$ cat src/rtl/updown_counter_pkg.sv
// Shared constants and helpers for the configurable up/down counter.
// Range arithmetic is done at a fixed maximum width and then cast down by the user.
package updown_counter_pkg;

    localparam logic MODE_SAT  = 1'b0;
    localparam logic MODE_WRAP = 1'b1;

    localparam int MAX_WIDTH = 32;
    localparam logic [MAX_WIDTH:0] RANGE_ONE = 1;

    // Inclusive size of [lo, hi], one bit wider than the bounds so a full range fits.
    function automatic logic [MAX_WIDTH:0] range_size(
        input logic [MAX_WIDTH-1:0] lo,
        input logic [MAX_WIDTH-1:0] hi
    );
        return {1'b0, hi} - {1'b0, lo} + RANGE_ONE;
    endfunction

endpackage

$ cat src/rtl/updown_next_calc.sv
// Combinational next-count computation: step up/down with saturate or wrap at the bounds.
// All comparisons are made one bit wider than the count so nothing overflows silently.
module updown_next_calc
    import updown_counter_pkg::*;
#(
    parameter int WIDTH = 4
) (
    input  logic [WIDTH-1:0] count,
    input  logic [WIDTH-1:0] bound_min,
    input  logic [WIDTH-1:0] bound_max,
    input  logic [WIDTH-1:0] step,
    input  logic             wrap,
    input  logic             inc,
    input  logic             dec,
    output logic [WIDTH-1:0] next_count,
    output logic             ovf,
    output logic             unf
);

    logic [WIDTH:0] count_ext;
    logic [WIDTH:0] min_ext;
    logic [WIDTH:0] max_ext;
    logic [WIDTH:0] step_ext;
    logic [WIDTH:0] range;
    logic [WIDTH:0] sum;
    logic [WIDTH:0] above_min;

    assign count_ext = {1'b0, count};
    assign min_ext   = {1'b0, bound_min};
    assign max_ext   = {1'b0, bound_max};
    assign step_ext  = {1'b0, step};
    assign range     = (WIDTH+1)'(range_size(MAX_WIDTH'(bound_min), MAX_WIDTH'(bound_max)));
    assign sum       = count_ext + step_ext;
    assign above_min = count_ext - min_ext;

    always_comb begin
        next_count = count;
        ovf        = 1'b0;
        unf        = 1'b0;
        if (inc && !dec) begin
            if (sum <= max_ext) begin
                next_count = WIDTH'(sum);
            end else begin
                ovf        = 1'b1;
                next_count = (wrap == MODE_WRAP) ? WIDTH'(sum - range) : bound_max;
            end
        end else if (dec && !inc) begin
            if (above_min >= step_ext) begin
                next_count = WIDTH'(count_ext - step_ext);
            end else begin
                unf = 1'b1;
                // Adding the range before subtracting keeps the intermediate non-negative.
                next_count = (wrap == MODE_WRAP) ? WIDTH'(count_ext + range - step_ext) : bound_min;
            end
        end
    end

endmodule

$ cat src/rtl/updown_counter_cfg.sv
// Configurable up/down counter: run-time bounds, step and wrap mode loaded via a strobe,
// with rejected loads flagged and overflow/underflow reported as one-cycle pulses.
module updown_counter_cfg
    import updown_counter_pkg::*;
#(
    parameter int WIDTH    = 4,
    parameter int RST_WRAP = 0
) (
    input  logic             clk,
    input  logic             reset_n,
    input  logic             load_en,
    input  logic [WIDTH-1:0] cfg_min,
    input  logic [WIDTH-1:0] cfg_max,
    input  logic [WIDTH-1:0] cfg_step,
    input  logic             cfg_wrap,
    input  logic             count_inc,
    input  logic             count_dec,
    output logic [WIDTH-1:0] count,
    output logic             flag_count_max,
    output logic             flag_count_min,
    output logic             ovf_pulse,
    output logic             unf_pulse,
    output logic             cfg_err
);

    logic [WIDTH-1:0] count_q;
    logic [WIDTH-1:0] min_q;
    logic [WIDTH-1:0] max_q;
    logic [WIDTH-1:0] step_q;
    logic             wrap_q;
    logic             ovf_q;
    logic             unf_q;
    logic             cfg_err_q;

    logic [WIDTH-1:0] count_next;
    logic             ovf_next;
    logic             unf_next;
    logic [WIDTH:0]   cfg_range;
    logic             cfg_valid;

    updown_next_calc #(
        .WIDTH(WIDTH)
    ) u_next_calc (
        .count      (count_q),
        .bound_min  (min_q),
        .bound_max  (max_q),
        .step       (step_q),
        .wrap       (wrap_q),
        .inc        (count_inc),
        .dec        (count_dec),
        .next_count (count_next),
        .ovf        (ovf_next),
        .unf        (unf_next)
    );

    // A step no larger than the range keeps every wrapped result inside the bounds.
    assign cfg_range = (WIDTH+1)'(range_size(MAX_WIDTH'(cfg_min), MAX_WIDTH'(cfg_max)));
    assign cfg_valid = (cfg_min <= cfg_max) && (cfg_step != '0) && ({1'b0, cfg_step} <= cfg_range);

    always_ff @(posedge clk) begin
        if (!reset_n) begin
            count_q   <= '0;
            min_q     <= '0;
            max_q     <= '1;
            step_q    <= WIDTH'(1);
            wrap_q    <= 1'(RST_WRAP);
            ovf_q     <= 1'b0;
            unf_q     <= 1'b0;
            cfg_err_q <= 1'b0;
        end else if (load_en) begin
            ovf_q     <= 1'b0;
            unf_q     <= 1'b0;
            cfg_err_q <= !cfg_valid;
            if (cfg_valid) begin
                count_q <= cfg_min;
                min_q   <= cfg_min;
                max_q   <= cfg_max;
                step_q  <= cfg_step;
                wrap_q  <= cfg_wrap;
            end
        end else begin
            count_q   <= count_next;
            ovf_q     <= ovf_next;
            unf_q     <= unf_next;
            cfg_err_q <= 1'b0;
        end
    end

    assign count          = count_q;
    assign flag_count_max = (count_q == max_q);
    assign flag_count_min = (count_q == min_q);
    assign ovf_pulse      = ovf_q;
    assign unf_pulse      = unf_q;
    assign cfg_err        = cfg_err_q;

endmodule

$ cat config.mk
export PLATFORM = sky130hd
export DESIGN_NAME = updown_counter_cfg
export DESIGN_NICKNAME = d
export VERILOG_FILES = /design/src/rtl/updown_counter_pkg.sv /design/src/rtl/updown_next_calc.sv /design/src/rtl/updown_counter_cfg.sv
export SDC_FILE = /design/constraint.sdc
export NUM_CORES = 1
export LEC_CHECK = 0
export ABC_AREA = 1
export CAP_MARGIN = 30
export CORE_MARGIN = 2
export CORE_UTILIZATION = 30
export CTS_CLUSTER_DIAMETER = 40
export DETAILED_ROUTE_END_ITERATION = 12
export PLACE_DENSITY = 0.53
export SETUP_SLACK_MARGIN = 0.02
export SKIP_LAST_GASP = 1
export SYNTH_ARGS = -nofsm -noshare
export SYNTH_HDL_FRONTEND = slang
export SYNTH_SLANG_ARGS = --single-unit
$ cat constraint.sdc
create_clock -name clk -period 3.4 [get_ports clk]
set_clock_uncertainty 0.1 [all_clocks]
set_input_delay 0.68 -clock clk [delete_from_list [all_inputs] [get_ports clk]]
set_output_delay 0.68 -clock clk [all_outputs]
set_load 0.02 [all_outputs]
---- After elaboration in Yosys (flattened, before gate mapping) ----
Cells that the tools add are included.
word-level totals
  logic and storage cells ................. 52
  input bits .............................. 18
  bits in registers ....................... 20
  output and inout bits ................... 9
cells by class
  multiplexer cells ....................... 10
  reductions and logical operators ........ 14
  equal/unequal tests ..................... 3
  add/subtract/negate cells ............... 10
  bitwise operators ....................... 3
  magnitude comparators ................... 4
operators with widths
  kind                                                              count
  4-bit two-way mux                                                 8
  4-bit subtractor                                                  4
  4-bit by 4-bit subtractor with 5-bit output                       2
  4-bit == test                                                     2
  2-bit AND reduction                                               3
  4-bit by 4-bit adder with 5-bit output                            1
  5-bit by 2-bit adder with 5-bit output (second input constant)    1
  5-bit by 4-bit >= comparator with 1-bit output                    1
  4-bit by 5-bit <= comparator with 1-bit output                    1
  5-bit by 4-bit <= comparator with 1-bit output                    1
  4-bit by 1-bit adder with 4-bit output (second input constant)    1
  4-bit adder                                                       1
  4-bit <= comparator                                               1
  1-bit logical AND                                                 4
  4-bit nonzero test                                                1
  4-bit OR reduction                                                1
  1-bit zero test                                                   3
  1-bit NOT                                                         3
  3-bit nonzero test                                                1
  3-bit OR reduction                                                1
  1-bit two-way mux                                                 2
  2-bit by 1-bit != test with 1-bit output (second input constant)  1

---- Longest topological paths before layout ----
Gate-level depths: netlist (run 1).
  depth in word-level cells ............... 9
  gate-level depth with buffers ........... 21
  depth with buffers taken out ............ 21

---- Cells and area by module ----
Synthesis (run 1) repeated with hierarchy kept, for this count alone.
unflattened totals
  cells, all modules ...................... 383
  area total of the unflattened synthesis .. 2630.0 um^2
by module, submodules not included
  module              area each (um^2)  seq. area each (um^2)  cells an instance  instances
  updown_next_calc    1335.0            0.0                    215                1
  updown_counter_cfg  1295.0            400.4                  168                1

---- Least setup slack after synthesis (run 1) ----
No wires, ideal clock.
  path kind ............................... register -> register
  start ................................... register max_q[1]
  end ..................................... register count_q[3] (netlist: count[3])
  stages on the path, launching flop included .. 22
  period minus slack after synthesis ...... 3.136 ns
  data required time ...................... 3.191 ns
  arrival time ............................ 2.927 ns
  setup time .............................. 0.109 ns
  buffers on the path ..................... 0
  path slack .............................. 0.264 ns
  cell sequence ........................... dfxtp_1 inv_1 ha_1 inv_1 ha_1 inv_1 fa_1 inv_1 fa_1 ha_1 a21oi_1 nand2_1 nand2_1 nand2_1 nand3_1 nand3_1 nand2_1 nand2_1 nand2_1 nand3_1 nand2_1 inv_1
on the way
  word-level cells in the longest chain between the ends .. 9
  elaborated cells between the ends (all ways) .. 13
  those cells by class .................... add/sub: 5; order compare: 1; mux: 7
ends and longest elaborated chain
  item                                    RTL line                  text
  start: declaration                      updown_counter_cfg.sv:28  logic [WIDTH-1:0] max_q;
  start signal: assignment                updown_counter_cfg.sv:77  max_q <= cfg_max;
  4-bit subtractor                        updown_counter_pkg.sv:16  return {1'b0, hi} - {1'b0, lo} + RANGE_ONE;
  4-bit by 1-bit adder with 4-bit output  updown_counter_pkg.sv:16
  4-bit adder                             updown_next_calc.sv:53    next_count = (wrap == MODE_WRAP) ? WIDTH'(count_ext + range - step_ext) : bound_min;
  4-bit subtractor                        updown_next_calc.sv:53
  4-bit two-way mux                       updown_next_calc.sv:53
  4-bit two-way mux                       updown_next_calc.sv:48    if (above_min >= step_ext) begin
  4-bit two-way mux                       updown_next_calc.sv:47    end else if (dec && !inc) begin
  4-bit two-way mux (*)                   updown_next_calc.sv:40    if (inc && !dec) begin
  4-bit two-way mux (*)                   updown_counter_cfg.sv:70  end else if (load_en) begin
  end signal: assignment                  updown_counter_cfg.sv:75  count_q <= cfg_min;
  end signal: assignment                  updown_counter_cfg.sv:82  count_q <= count_next;
  end: declaration                        updown_counter_cfg.sv:26  logic [WIDTH-1:0] count_q;
Every way passes the cells marked *; elsewhere a longest branch is shown, timed or not. The select of a mux whose other input is x is not followed.
A chain may end at the register's enable or synchronous reset.

---- Final worst setup path (run 1) ----
Ends and elaborated chain as after synthesis.

==> impl_results.md, run 1 <==
* Pre-CTS setup slack at -0.2994 ns
* Slew @ Worst Pin at about 0.86 ns
* Distinct cells, synth at 32
* Hold WS at 0.4385 ns
* Ys async rst share at 0
* Setup ws final at 0.1399 ns
* Peak Freq at around 0.3 GHz
* Status: complete, no violations
* Starting density of the core at 0.3091
* Synthesized cell area at 2540 sq um
* RSZ-0062 raised after global routing: yes
* Crit end category: flip-flop
* CTS root buf: clkbuf_8
* Peak supply drop at 0.0001856 V
* Final Util at 0.4185
* Hpwl dp at around 5600 microns
* Placed Cells at between 500 and 600
* Clk buf depth at 2
* Largest net degree at the start of global routing at 22
* Fraction of layout cells with a size suffix above 1 at 0.2692
* Worst EP required at 3.46 ns
* Final non-filler cell total at roughly 520
* Max-cap violations at 0
* Vias in the first global route at 2,287
* Crit Path Max Fanout at 3
* Main area contributors after synthesis: ha_1, dfxtp_1, nand2_1
* End of the worst register-to-register path: count[3]$_SDFFE_PN0P_
* Slowest cell on crit path: fa_1
* DRT antenna net count at 0
* R2R depth at 21
* Flop and latch count out of synthesis at 20
* Residual DRC at 0
* Yosys Warn Count at 0
* Mapped Cells at 355
* Capture point of the critical path: count[3]$_SDFFE_PN0P_
* Syn nets at ~430
* Final min period at roughly 3.3 ns
* Area of the core at 8217 sq um
* Gr usage total at 0.1531
* Avg Synthesized Cell Area at between 7 and 8 sq um
* GRT overflow at 0
* Worst Path Arrival at 3.32 ns
* CP max stage delay at just under 0.6 ns
* Post-synth EDFFs at 0
* DR iter-0 viols at 55
* DR WL/cell at roughly 13 microns
* Initial antenna violation count at 0
* Most frequent cells in the layout: nand2_1, inv_1, buf_4, ha_1, clkdlybuf4s50_1
* Die Span Y at between 90 and 100 microns
* Dominant synthesized flop cell: dfxtp_1
* Final Hold Viols at 0
* Design area at 3438 sq um
* Global-route wire length before repair at between 10,000 and 15,000 microns
* Dominant cell type by area after synthesis: ha_1
* Worst r2r src: max_q[1]$_SDFFE_PN1P_
* Top cell type's share of synthesized area at 0.2167
* DP Area at 3143 sq um
* Num ports at 27
* Min-delay worst type: flip-flop to flip-flop
* Vias after detailed routing at ~2,400
* Leak at about 1.7 nW
* Clock transition at the registers of the reported paths at 0.08 ns
* Final period utilization at 0.9588
* Clock Sinks at 20
* Most common cell after layout, fill and taps aside: nand2_1
* Fill count at approximately 860
* WL final at ~6900 microns
* Worst Setup SP: max_q[1]$_SDFFE_PN1P_
* Sequence of cells on the critical path: inv_2, ha_4, inv_2, ha_4, inv_2, fa_1, inv_2, fa_1, ha_4, a21oi_4, nand2_1, nand2_2, nand2_2, nand3_2, nand3_2, nand2_1, nand2_1, nand2_1, nand3_1, nand2_1, inv_1
* Worst skew pair latency at about 0.25 ns
* Worst R2R Setup Slack at between 0.1 and 0.15 ns
* Cell Pwr Density at approximately 580 nW/um^2
* Antenna cells at 0
* H-tree levels at 1
* Nets at around 500
* Seq/Total Area, Yosys at 0.1576
* Total Die Area at between 9000 and 10,000 sq um
* Worst slew margin at 0.4230
* Post-cts hold buffer count at 0
* Fin Setup TNS at 0 ns
* CTS tree: yes
* Die W at about 96 microns
* Crit start category: flip-flop
* Area Overhead vs Synth at 35.37%
* Vias per cell at about 4.5
* Detailed Routing Iterations Pass 1 at 4
* Setup violators final at 0
* Number of port buffers at 26
* Most used cell, CP: nand2_1
* Setup CP Type: flip-flop to flip-flop
* Pins Over Slew Limit at 0
* Gpl congestion at roughly 0.83
* Tot Pwr at approximately 2.0 mW
* Num CTS Buffers at 3
* Site Rows at 33
## logic make-up after synthesis
logic type / count (synthesis) / share of synthesized area
flops: 20 / 0.1576
xor+xnor: 9 / 0.03103
compound gates: 57 / 0.1498
buf+inv: 72 / 0.1182
fa+ha+maj: 54 / 0.2956
simple gates: 143 / 0.2478
## cells in the mapped netlist, drive strengths merged, types with 2 or more instances
cell and n:
o211ai 5, o21ai 23, xor2 5, fa 10, dfxtp 20, ha 44
a21oi 27, or2 2, buf 5, clkinv 2, xnor2 4, nand3 22
inv 64, nand4 4, nor4 3, nand2 85, nor2 27
## report_power, final
group	switching (mW)	internal, mW	total [mW]
clock network	0.0720	0.0786	0.151
registers	0.0459	0.268	0.314
logic	0.872	0.663	1.54
## layout make-up
cell class / instances / area (sq um) / share of cell area
timing repair buffer: 63 / 551.8 / 0.1605
clock buffer: 3 / 41.29 / 0.01201
sequential: 20 / 402.9 / 0.1172
multi-input combinational: 264 / 2049 / 0.5961
inverter: 66 / 261.5 / 0.07606
tap: 105 / 131.4 / 0.03821
## how the worst min path moves through the flow
stage	start	endpoint	slack, ns	cells past startpoint
2_1_floorplan	max_q[1]$_SDFFE_PN1P_	max_q[1]$_SDFFE_PN1P_	0.36	2
3_3_place_gp	step_q[3]$_SDFFE_PN0P_	step_q[3]$_SDFFE_PN0P_	0.42	2
3_5_place_dp	step_q[3]$_SDFFE_PN0P_	step_q[3]$_SDFFE_PN0P_	0.43	2
4_1_cts	step_q[3]$_SDFFE_PN0P_	step_q[3]$_SDFFE_PN0P_	0.44	2
5_1_grt	step_q[3]$_SDFFE_PN0P_	step_q[3]$_SDFFE_PN0P_	0.47	2
6_report	step_q[3]$_SDFFE_PN0P_	step_q[3]$_SDFFE_PN0P_	0.44	2
## critical path, delay by kind of cell (launching register included)
family	cells	cell delay (ns)
AOI/OAI and AO/OA	1	0.13
adders and majority gates	5	1.69
buffers and inverters	5	0.23
DFF	1	0.35
and+or+nand+nor	10	0.66
## repair_timing
| action | in CTS | in global routing |
|---|---|---|
| resized for setup | 4 | 49 |
| pin swaps | 1 | 18 |
| endpoints found under the hold margin | 0 | 0 |
| gates cloned | 0 | 1 |
| setup buffers | 0 | 2 |
| endpoints found under the setup margin | 11 | 17 |
## sequential cells by signal, indices dropped and copies added (netlist names)
| register | count |
|---|---|
| min_q | 4 |
| unf_pulse | 1 |
| max_q | 4 |
| count | 4 |
| wrap_q | 1 |
| ovf_pulse | 1 |
| cfg_err | 1 |
| step_q | 4 |
## per-layer routing
metal	wire length, microns	share of wire	up-vias	GRT usage
met5	0	0	-	0
met3	116	0.017	4	0.01018
met4	68	0.0099	0	0.02857
li1	-	-	1265	-
met2	3350	0.49	26	0.2703
met1	3346	0.49	1068	0.2057
(Power assumes the default switching activity.)
==> run 2: changes to the inputs <==
==> constraint.sdc (replaced) <==
create_clock -name clk -period 3 [get_ports clk]
set_clock_uncertainty 0.1 [all_clocks]
set_input_delay 0.6 -clock clk [delete_from_list [all_inputs] [get_ports clk]]
set_output_delay 0.6 -clock clk [all_outputs]
set_load 0.02 [all_outputs]
==> impl_results.md, run 2 (same netlist as run 1, synthesis figures left out) <==
* Min-delay worst type: flip-flop to flip-flop
* R2R depth at 16
* Nets at ~500
* Vias per cell at between 4 and 5
* Hold WS at 0.4081 ns
* Gr usage total at 0.1598
* Worst EP required at approximately 3.1 ns
* Pins Over Slew Limit at 0
* Die Span Y at roughly 96 microns
* CTS tree: yes
* Failing checks: negative setup slack
* Post-cts hold buffer count at 0
* Clock Sinks at 20
* Worst slew margin at 0.4990
* Most frequent cells in the layout: nand2_1, inv_1, buf_4, ha_1
* DR iter-0 viols at between 100 and 150
* Vias in the first global route at 2,473
* Clk buf depth at 2
* RSZ-0062 raised after global routing: yes
* Slew @ Worst Pin at roughly 0.75 ns
* Clock transition at the registers of the reported paths at around 0.070 ns
* Die W at roughly 96 microns
* Total Die Area at between 9000 and 10,000 sq um
* Worst Path Arrival at about 3.2 ns
* Number of port buffers at 26
* Peak supply drop at approximately 0.00020 V
* Worst R2R Setup Slack at -0.14 ns
* DRT antenna net count at 0
* Cell Pwr Density at about 650 nW/um^2
* Area of the core at about 8200 sq um
* Leak at 1.703 nW
* Crit start category: flip-flop
* Fraction of layout cells with a size suffix above 1 at 0.2894
* Site Rows at 33
* Max-cap violations at 0
* DR WL/cell at approximately 13 microns
* Setup violators final at 2
* Most common cell after layout, fill and taps aside: nand2_1
* Global-route wire length before repair at between 10,000 and 15,000 microns
* Final Hold Viols at 0
* Worst hold stages at 2
* Final min period at 3.140 ns
* Setup CP Type: flip-flop to flip-flop
* Antenna cells at 0
* Area Overhead vs Synth at 37.49%
* Residual DRC at 0
* Largest net degree at the start of global routing at 18
* Detailed Routing Iterations Pass 1 at 4
* Tot Pwr at 2.275 mW
* WL final at 6788 microns
* CTS root buf: clkbuf_8
* Starting density of the core at 0.3091
* Num CTS Buffers at 3
* Gpl congestion at between 0.8 and 0.9
* GRT overflow at 0
* Peak Freq at roughly 0.32 GHz
* Hpwl dp at about 5700 microns
* Crit Path Max Fanout at 3
* Initial antenna violation count at 0
* Vias after detailed routing at roughly 2,400
* H-tree levels at 1
* Final period utilization at 1.047
* Setup ws final at -0.1402 ns
* Worst skew pair latency at 0.25 ns
* Num ports at 27
* Status: complete, but fails checks
* Crit end category: flip-flop
## run 2: cell types whose count changed in the layout (fill, tap and decap cells not counted), sizes merged
cell	delta
dlymetal6s2s	-4
clkdlybuf4s50	-2
buf	+9
dlygate4sd2	+6
## run 2: per-stage QoR
step / TNS, ns / cell area [sq um] / utilization / std cells / setup slack [ns]
floorplan: 0 / 2582 / - / 355 / 0.01721
detailed placement: -9.560 / 3231 / 0.3932 / 521 / -0.6152
CTS: -0.2736 / 3462 / 0.4213 / 530 / -0.1658
finish: -0.2801 / 3492 / 0.4250 / 530 / -0.1402
global placement: -8.584 / 3231 / 0.3932 / 521 / -0.5500
global route: -1.566 / 3492 / 0.4250 / 530 / -0.3401
## run 2: power breakdown
group          total [mW]  switching [mW]  internal (mW)
sequential          0.353          0.0485          0.304
clock               0.170          0.0811         0.0892
combinational        1.75           0.967          0.785
## run 2: worst paths after layout
kind	startpoint	to
max	max_q[1]$_SDFFE_PN1P_	count[2]$_SDFFE_PN0P_
max reg2reg	max_q[1]$_SDFFE_PN1P_	count[2]$_SDFFE_PN0P_
min	step_q[3]$_SDFFE_PN0P_	step_q[3]$_SDFFE_PN0P_
min reg2reg	step_q[3]$_SDFFE_PN0P_	step_q[3]$_SDFFE_PN0P_
## run 2: area by class of cell
class,instances,area (sq um)
well taps,105,131.4
fillers,843,4725
flip-flops and latches,20,404.1
inverters,66,254.0
clock buffers,3,41.29
repair buffers,72,616.8
multi-input cells,264,2044
## run 2: worst max-delay path, stage by stage, from the launching register on
cell      delay (ns)
dfxtp_2         0.34
inv_2           0.05
ha_4            0.22
inv_4           0.05
ha_4            0.11
inv_2           0.03
fa_1            0.52
inv_2           0.05
fa_1            0.48
ha_4            0.31
buf_4           0.11
xor2_2          0.17
o21ai_1         0.09
o211ai_1        0.18
nand2_1         0.08
nor2_2          0.12
nor2_2          0.03
## run 2: metal layers
layer / vias to the layer above / part of all wire / global-route usage
li1: 1279 / - / -
met1: 1110 / 0.47 / 0.2101
met2: 37 / 0.50 / 0.2922
met3: 2 / 0.025 / 0.005482
met4: 0 / 0.0049 / 0.02857
met5: - / 0 / 0
## run 2: repair_timing
action	4_1_cts	5_1_grt
endpoints found under the setup margin	18	17
buffers inserted	5	0
cloned	1	0
pin swaps	10	5
gates resized for setup	39	7
